--- src/rtl/mmio_spi_controller.sv ---
// Memory-mapped SPI master (mode 0, 8-bit, MSB first) behind a 4-word register slice.
// CTRL/STATUS, TXDATA, RXDATA, CLKDIV; one transfer in flight, extra TX writes flag overrun.
module mmio_spi_controller #(
  parameter int DEFAULT_DIV = 4,
  parameter int DIV_W       = 16
) (
  input  logic        clk,
  input  logic        rst,
  input  logic [3:0]  addr,
  input  logic        wr_ena,
  input  logic [31:0] wr_data,
  input  logic        rd_ena,
  output logic [31:0] rd_data,
  output logic        spi_clk,
  output logic        spi_mosi,
  input  logic        spi_miso,
  output logic        spi_csb,
  output logic        busy
);
  typedef enum logic [1:0] {IDLE, SETUP, HIGH, LOW} state_t;

  localparam logic [DIV_W-1:0] ONE = DIV_W'(1);

  state_t           state, state_d;
  logic [DIV_W-1:0] cnt, n_lat, clkdiv, div_eff;
  logic [7:0]       shift, rx_byte;
  logic [3:0]       bit_cnt;
  logic             rx_valid, overrun, cs_hold, cs_hold_d;
  logic             clk_q, mosi_q, csb_q;
  logic             wr_ctrl, wr_tx, rd_rx, wr_div, tick;
  logic             start, enter_high, enter_low, done;

  wire unused = ^{addr[1:0], wr_data};

  assign wr_ctrl   = wr_ena && addr[3:2] == 2'd0;
  assign wr_tx     = wr_ena && addr[3:2] == 2'd1;
  assign rd_rx     = rd_ena && addr[3:2] == 2'd2;
  assign wr_div    = wr_ena && addr[3:2] == 2'd3;
  assign busy      = state != IDLE;
  assign tick      = cnt == n_lat - ONE;
  assign div_eff   = (clkdiv == '0) ? ONE : clkdiv;
  // Use the post-write cs_hold so a CTRL write acts on csb in the same edge.
  assign cs_hold_d = wr_ctrl ? wr_data[8] : cs_hold;

  assign spi_clk  = clk_q;
  assign spi_mosi = mosi_q;
  assign spi_csb  = csb_q;

  always_comb begin
    state_d    = state;
    start      = 1'b0;
    enter_high = 1'b0;
    enter_low  = 1'b0;
    done       = 1'b0;
    case (state)
      IDLE:  if (wr_tx) begin start = 1'b1; state_d = SETUP; end
      SETUP: if (tick) begin enter_high = 1'b1; state_d = HIGH; end
      HIGH:  if (tick) begin enter_low = 1'b1; state_d = LOW; end
      LOW: begin
        if (tick) begin
          if (bit_cnt == 4'd8) begin
            done    = 1'b1;
            state_d = IDLE;
          end else begin
            enter_high = 1'b1;
            state_d    = HIGH;
          end
        end
      end
      default: state_d = IDLE;
    endcase
  end

  always_ff @(posedge clk) begin
    if (rst) begin
      state    <= IDLE;
      cnt      <= '0;
      n_lat    <= ONE;
      clkdiv   <= DIV_W'(DEFAULT_DIV);
      shift    <= '0;
      rx_byte  <= '0;
      bit_cnt  <= '0;
      rx_valid <= 1'b0;
      overrun  <= 1'b0;
      cs_hold  <= 1'b0;
      clk_q    <= 1'b0;
      mosi_q   <= 1'b0;
      csb_q    <= 1'b1;
    end else begin
      state <= state_d;
      cnt   <= (state == IDLE || tick) ? '0 : cnt + ONE;

      if (start) begin
        shift   <= wr_data[7:0];
        n_lat   <= div_eff;
        bit_cnt <= '0;
        mosi_q  <= wr_data[7];
        csb_q   <= 1'b0;
      end else if (state == IDLE && !cs_hold_d) begin
        csb_q <= 1'b1;
      end

      if (enter_high) begin
        clk_q   <= 1'b1;
        shift   <= {shift[6:0], spi_miso};
        bit_cnt <= bit_cnt + 4'd1;
      end
      if (enter_low) begin
        clk_q  <= 1'b0;
        mosi_q <= shift[7];
      end
      if (done) begin
        clk_q   <= 1'b0;
        mosi_q  <= 1'b0;
        rx_byte <= shift;
        csb_q   <= !cs_hold_d;
      end

      // Set beats clear for both sticky flags.
      rx_valid <= done || (rx_valid && !rd_rx);
      overrun  <= (wr_tx && busy) || (overrun && !(wr_ctrl && wr_data[2]));
      cs_hold  <= cs_hold_d;
      if (wr_div) clkdiv <= wr_data[DIV_W-1:0];
    end
  end

  always_comb begin
    rd_data = '0;
    case (addr[3:2])
      2'd0: rd_data = {23'b0, cs_hold, 5'b0, overrun, rx_valid, busy};
      2'd1: rd_data = '0;
      2'd2: rd_data = {24'b0, rx_byte};
      2'd3: rd_data = 32'(clkdiv);
      default: rd_data = '0;
    endcase
  end
endmodule

--- config.mk ---
export PLATFORM = sky130hd
export DESIGN_NAME = mmio_spi_controller
export DESIGN_NICKNAME = d
export VERILOG_FILES = /design/src/rtl/mmio_spi_controller.sv
export SDC_FILE = /design/constraint.sdc
export NUM_CORES = 1
export LEC_CHECK = 0
export ABC_AREA = 1
export BUFFER_PORTS_ARGS = -buffer_cell sky130_fd_sc_hd__buf_2
export CAP_MARGIN = 20
export CORE_MARGIN = 2
export CORE_UTILIZATION = 45
export CTS_CLUSTER_DIAMETER = 30
export DETAILED_ROUTE_END_ITERATION = 6
export GPL_ROUTABILITY_DRIVEN = 0
export PLACE_DENSITY = 0.68
export REMOVE_ABC_BUFFERS = 1
export SETUP_SLACK_MARGIN = 0.02
export SLEW_MARGIN = 0
export SYNTH_ARGS = -nofsm -noshare
export SYNTH_HDL_FRONTEND = slang
export SYNTH_SLANG_ARGS = --single-unit
--- constraint.sdc ---
create_clock -name clk -period 4.8 [get_ports clk]
set_input_delay 0.72 -clock clk [delete_from_list [all_inputs] [get_ports clk]]
set_output_delay 0.72 -clock clk [all_outputs]
set_load 0.01 [all_outputs]
==> metrics, run 1 <==
vias in the first global route=3593; register area share after synthesis=approximately a third; post-synthesis compound-gate area fraction=between 10 and 15%; main combinational cell family by area after synthesis=simple AND/OR/NAND/NOR gates; Die Width=about 100 µm; initial antenna violation count=0; first-pass GRT wire length=16.35 mm; worst hold stages=2; final setup vio count=0; Tmin final=3.318 ns; MaxCap Viol Count=0; top cells by area, synth=dfxtp_1, nand2_1, inv_1; CP Capture Type=flop; Register Area=1521 µm²; Worst-Margin Slew=about 1.0 ns; Required @ worst endpoint=roughly 5.0 ns; Synth Area in Adders=between 1 and 1.5%; final setup TNS=0 ns; Final Max Tran Viols=0; CTS tree=done; TritonCTS sink count=76; Setup Crit Path Kind=flop to flop; CP Max Fanout=20; IO buf count=42; # Post-CTS Setup Buffers=0; Cells after Synth=about 630; clock root buffer=clkbuf_8; Reg2Reg Setup Slack=between 1 and 1.5 ns; largest net degree at the start of global routing=44; total global-route track usage=19.72%; Starting DRT DRC Count=185; fmax=301.4 MHz; final worst path period share=about 70%; total CTS buffers=9; Synth Area in XOR/XNOR=5.049%; RSZ-0062 raised after global routing=no; Worst R2R Path Depth=13; via/cell ratio=4.919; top-area cell type share of the netlist area=35.08%; Mapped Area=about 4300 µm²; Min-Delay Path Class=flop to flop; cell leakage power=around 2.1 nW; main flop type after synthesis=dfxtp_1; PostCTS Resize Cnt=0; Final Hold Viols=0; layout cells sized above 1=15.19%; status=complete, no violations; drt first pass iters=4; ant diodes=0; clk buf depth=2; Ys Warns=0; final net count=705; routed len/inst=12.14 µm; total design power=1.463 mW; mux contribution to synthesized area=0%; number of flops mapped to enable cells by yosys=0; Die Y-Extent=102.2 µm; fill cell count=approximately 940; maximum vdd drop=0.1555 mV; top-count cell post-synth=nand2_1; Synth cell types=37; worst-case clock skew=0.009366 ns; Initial Utilization=46.71%; Rel. slew slack=between 30% and 40%; H-tree levels=3; Synth top cells by count=nand2_1, inv_1, dfxtp_1, nor2_1, a21oi_1; num ports=77; clk_lat worst skew=0.36 ns; synthesized area per cell=6.906 µm²; CTS clock-pin slew for the worst setup and hold paths=0.08 ns; CP Launch Type=flop; hold buffers post-CTS=0; critical path arrival=roughly 3.5 ns; Detail Route Antenna Nets=0; detailed-route via count=3906; Multi-input gate area=2321 µm²; Area Overhead vs Synth=10.42%; DRC errors left=0; DP Wirelength=approximately 7.2 mm; #FFs+latches synth=76; Util after Layout=51.58%; GRT Residual Overflow=0; Routed WL=9.640 mm; Synth area leader=dfxtp_1; core area=9284 µm²; asr flop ratio synth=0%; Simple-Gate Fraction of Synth Area=32.89%; full die area=10440 µm²; PwrDens=305.5 nW/µm²; FP Rows=35
## cell families after synthesis
group                      count (synthesis)
AOI/OAI and AO/OA                        108
xor gates and xnor gates                  25
adders and majority gates                  4
buffers and inverters                    122
DFF                                       76
other                                      1
and+or+nand+nor                          292
## flip-flops by register name, indices dropped and copies added (netlist names)
name and count:
spi_mosi 1, overrun 1, cs_hold 1, n_lat 16, cnt 16, state 2
spi_csb 1, shift 8, rx_valid 1, bit_cnt 4, spi_clk 1, clkdiv 16
rx_byte 8
## where the power goes
part           internal [mW]  switching [mW]  leakage [nW]
Sequential             0.650          0.0219         0.617
Clock                  0.299           0.255         0.109
Combinational         0.0786           0.158          1.37
Total                   1.03           0.435          2.09
## through the flow
step                      cell area [µm²]  setup slack [ns]  instances  hold WS, ns
after global routing                 4788             1.151        794       0.4808
after CTS                            4761             1.524        793       0.4571
final                                4788             1.482        794       0.4506
after detailed placement             4537             1.537        777       0.4397
after global placement               4537             1.616        777       0.4333
after floorplan                      4155             1.965        605       0.4256
## worst max-delay path: stages, from the launching register on
cell     delay [ns]
dfxtp_1        0.37
inv_1          0.15
ha_1           0.31
nand2_2        0.11
nor2_2         0.16
nand3_1        0.13
nand3_1        0.12
nand2_1        0.06
nor2_1         0.11
nand3_1        0.15
nor2_2         0.45
nand3_1        0.67
o21ai_1        0.33
a21oi_1        0.06
## cell usage in the layout (no fill, tap or decap), types with 10 or more instances in the layout
cell type,n
nor2_1,70
xor2_1,16
nor2_4,15
nand2_1,113
o21ai_1,10
nand4_1,12
a21oi_1,52
inv_1,78
dfxtp_1,76
nand3_1,41
o21ai_0,35
buf_2,42
conb_1,16
## final timing paths
check	endpoint	startpoint
setup reg to reg	rx_byte[6]$_SDFFE_PP0P_	n_lat[0]$_SDFFE_PP1P_
hold reg to reg	spi_clk$_SDFFE_PP0P_	spi_clk$_SDFFE_PP0P_
hold / removal	spi_clk$_SDFFE_PP0P_	spi_clk$_SDFFE_PP0P_
setup / recovery	rx_byte[6]$_SDFFE_PP0P_	n_lat[0]$_SDFFE_PP1P_
## cell type report
cell class,count,share of cell area [%]
Multi-Input combinational cell,445,48.47
Sequential cell,76,31.77
Inverter,84,6.585
Timing Repair Buffer,44,5.122
Tap cell,129,3.371
Clock buffer,10,2.665
Clock inverter,6,2.012
## routing by layer
metal  vias up  GRT usage, %  routed length, µm
met3        11         3.283                356
met4         0         6.872                141
li1       2048             -                  -
met5         -             0                  0
met2        74         33.55               4630
met1      1773         25.36               4512
(Power assumes the default switching activity.)
==> inputs of run 2 (changes only) <==
--- a/config.mk
+++ b/config.mk
@@ -5,7 +5,7 @@
 export SDC_FILE = /design/constraint.sdc
 export NUM_CORES = 1
 export LEC_CHECK = 0
-export ABC_AREA = 1
+export ABC_AREA = 0
 export BUFFER_PORTS_ARGS = -buffer_cell sky130_fd_sc_hd__buf_2
 export CAP_MARGIN = 20
 export CORE_MARGIN = 2
@@ -13,7 +13,7 @@
 export CTS_CLUSTER_DIAMETER = 30
 export DETAILED_ROUTE_END_ITERATION = 6
 export GPL_ROUTABILITY_DRIVEN = 0
-export PLACE_DENSITY = 0.68
+export PLACE_DENSITY = 0.69
 export REMOVE_ABC_BUFFERS = 1
 export SETUP_SLACK_MARGIN = 0.02
 export SLEW_MARGIN = 0
==> constraint.sdc (replaced) <==
create_clock -name clk -period 3.5 [get_ports clk]
set_input_delay 0.525 -clock clk [delete_from_list [all_inputs] [get_ports clk]]
set_output_delay 0.525 -clock clk [all_outputs]
set_load 0.01 [all_outputs]
==> run 2 against run 1 <==
Synthesized cell count is 17% lower. Final cell count shrank 16%. First-iteration DRC count shrank 11%. Sequential share of layout area grew 1.6 points. Clock power up 49%. Total power up 35%. Sequential power increased by 35%. Routed wire length increased by 4.0%.
==> metrics, run 2 <==
final setup TNS=0 ns (unchanged); slack of the critical path=0.3259 ns (-1.156 ns); Place WS=0.3253 ns (-1.211 ns); Worst-Margin Slew=0.7052 ns (-0.2920 ns); CP max stage delay=0.50 ns (-0.17 ns); top-area cell type share of the netlist area=37.48% (+2.4 points); worst-case clock skew=0.01523 ns (+0.005867 ns); clk buf depth=2 (unchanged); DRC errors left=0 (unchanged); Mapped Area=4059 µm² (-6.4%); register area share after synthesis=37.48% (+2.4 points); Die Width=98.97 µm (-3.1%); # Post-CTS Setup Buffers=0 (unchanged); Final Max Tran Viols=0 (unchanged); Simple-Gate Fraction of Synth Area=28.14% (-4.7 points); TritonCTS sink count=76 (unchanged); clock root buffer=clkbuf_8; GRT Residual Overflow=0 (unchanged); hold_ws=0.4089 ns (-0.04172 ns); Synth cell types=56 (+51%); Routed WL=10.03 mm (+4.0%); CTS tree=done; critical path's slowest cell=or4_1; routed len/inst=15.01 µm (+24%); Detail Route Antenna Nets=0 (unchanged); Tmin final=3.174 ns (-0.1439 ns); Ys Warns=0 (unchanged); main flop type after synthesis=dfxtp_1; Synth Area in Adders=1.233% (+0.079 points); status=complete, no violations; ant diodes=0 (unchanged); hold buffers post-CTS=0 (unchanged); number of flops mapped to enable cells by yosys=0 (unchanged); post-synthesis compound-gate area fraction=14.52% (+1.5 points); Cells after Synth=519 (-17%); num ports=77 (unchanged); clk_lat worst skew=0.35 ns (about the same); main combinational cell family by area after synthesis=simple AND/OR/NAND/NOR gates; total CTS buffers=9 (unchanged); Synth Area in XOR/XNOR=6.689% (+1.6 points); Rel. slew slack=52.99% (+20 points); final worst path period share=90.69% (+22 points); Hold Crit Start=spi_miso; commonest non-fill, non-tap cell in the layout=nand2_1; drt first pass iters=4 (unchanged); PwrDens=433.2 nW/µm² (+42%); DP Wirelength=7.195 mm (-0.68%); IO buf count=42 (unchanged); mux contribution to synthesized area=4.470% (+4.5 points); Setup Crit Path Kind=flop to flop; Synth area leader=dfxtp_1; Largest regs=clkdiv (16), cnt (16), n_lat (16); total design power=1.975 mW (+35%); synthesized area per cell=7.821 µm² (+13%); Reg2Reg Setup Slack=0.33 ns (-1.16 ns); PostCTS Resize Cnt=0 (unchanged); fin cells=668 (-16%); CP Capture Type=flop; first-pass GRT wire length=16.70 mm (+2.1%); CP Max Fanout=18 (-10%); final net count=600 (-15%); FP Rows=34 (-2.9%); Starting DRT DRC Count=165 (-11%); largest net degree at the start of global routing=36 (-18%); layout cells sized above 1=14.82% (-0.37 points); RSZ-0062 raised after global routing=no; top-count cell post-synth=nand2_1; dpl cells=652 (-16%); Initial Utilization=46.54% (-0.17 points); Required @ worst endpoint=3.78 ns (-1.24 ns); Worst R2R Path Depth=10 (-3); critical path arrival=3.45 ns (-0.08 ns); Final Hold Viols=0 (unchanged); critical-path cell list=inv_1, ha_1, or3b_1, or4_1, a32o_1, nand4bb_1, a2111oi_4, buf_12, mux2_2, nor2_1; Die Y-Extent=98.97 µm (-3.1%); core area=8721 µm² (-6.1%); reg2reg start=n_lat[0]$_SDFFE_PP1P_; reg2reg end=bit_cnt[0]$_SDFFE_PP0P_; cell leakage power=1.789 nW (-14%); vias in the first global route=3478 (-3.2%); worst hold stages=3 (+1); Hold Path Sink=shift[0]$_SDFFE_PP0P_; H-tree levels=3 (unchanged); CTS clock-pin slew for the worst setup and hold paths=0.09 ns (about the same); CP Launch Type=flop; #FFs+latches synth=76 (unchanged); via/cell ratio=5.525 (+12%); asr flop ratio synth=0% (unchanged); initial antenna violation count=0 (unchanged); MaxCap Viol Count=0 (unchanged); Synth top cells by count=nand2_1, dfxtp_1, a21oi_1, nor2_1, nand3_1; total global-route track usage=20.92% (+1.2 points); most frequent cells in the layout=nand2_1, dfxtp_1, a21oi_1, nor2_1, buf_2; fmax=315.0 MHz (+4.5%); final setup vio count=0 (unchanged); maximum vdd drop=0.2779 mV (+79%); detailed-route via count=3691 (-5.5%); full die area=9795 µm² (-6.2%); Area Overhead vs Synth=12.30%; Min-Delay Path Class=primary input to flop; top cells by area, synth=dfxtp_1, nand2_1, a21oi_1
run 2: kinds of logic after synthesis:
family | count (synthesis)
other cells | 1
buf+inv | 57
mux | 18
compound gates | 92
flops | 76
simple gates | 240
fa+ha+maj | 4
xor+xnor | 31
run 2: layout make-up:
class | instances | area (µm²)
Fill cell | 847 | 4163
Multi-Input combinational cell | 401 | 2295
Sequential cell | 76 | 1521
Timing Repair Buffer | 54 | 312.8
Tap cell | 108 | 135.1
Clock buffer | 9 | 123.9
Clock inverter | 7 | 121.4
Inverter | 13 | 48.80
run 2: stage by stage:
step / util, % / area, µm²
finish: 52.27 / 4558
global route: 52.27 / 4558
CTS: 52.27 / 4558
detailed placement: 49.45 / 4313
global placement: 49.45 / 4313
floorplan: - / 3865
run 2: layer usage:
layer	vias to the layer above	global-route usage [%]	share of wire [%]
li1	1821	-	-
met2	119	34.20	49
met4	0	6.112	0.61
met1	1746	27.92	44
met5	-	0	0
met3	5	4.397	5.7
run 2: power breakdown:
part / total [mW] / internal, mW / switching (mW) / leakage, nW
Clock: 0.829 / 0.479 / 0.350 / 0.124
Sequential: 0.904 / 0.882 / 0.0215 / 0.615
Combinational: 0.242 / 0.0887 / 0.154 / 1.05
run 2: worst max-delay path: cells and delay by family (launching register included):
kind                       cells  cell delay, ns
and+or+nand+nor                4            1.31
AOI/OAI and AO/OA              2            0.62
DFF                            1            0.37
muxes                          1            0.34
buffers and inverters          2            0.29
adders and majority gates      1            0.17
run 2: worst max-delay path by stage:
stage                     slack [ns]                       to  depth (start not counted)                   from
after floorplan                 0.23  bit_cnt[0]$_SDFFE_PP0P_                          9  n_lat[0]$_SDFFE_PP1P_
after global placement          0.40  bit_cnt[0]$_SDFFE_PP0P_                         10  n_lat[0]$_SDFFE_PP1P_
after detailed placement        0.33  bit_cnt[0]$_SDFFE_PP0P_                         10  n_lat[0]$_SDFFE_PP1P_
after CTS                       0.31  bit_cnt[0]$_SDFFE_PP0P_                         10  n_lat[0]$_SDFFE_PP1P_
after global routing            0.11    spi_mosi$_SDFFE_PP0P_                         10  n_lat[0]$_SDFFE_PP1P_
final                           0.33  bit_cnt[0]$_SDFFE_PP0P_                         10  n_lat[0]$_SDFFE_PP1P_
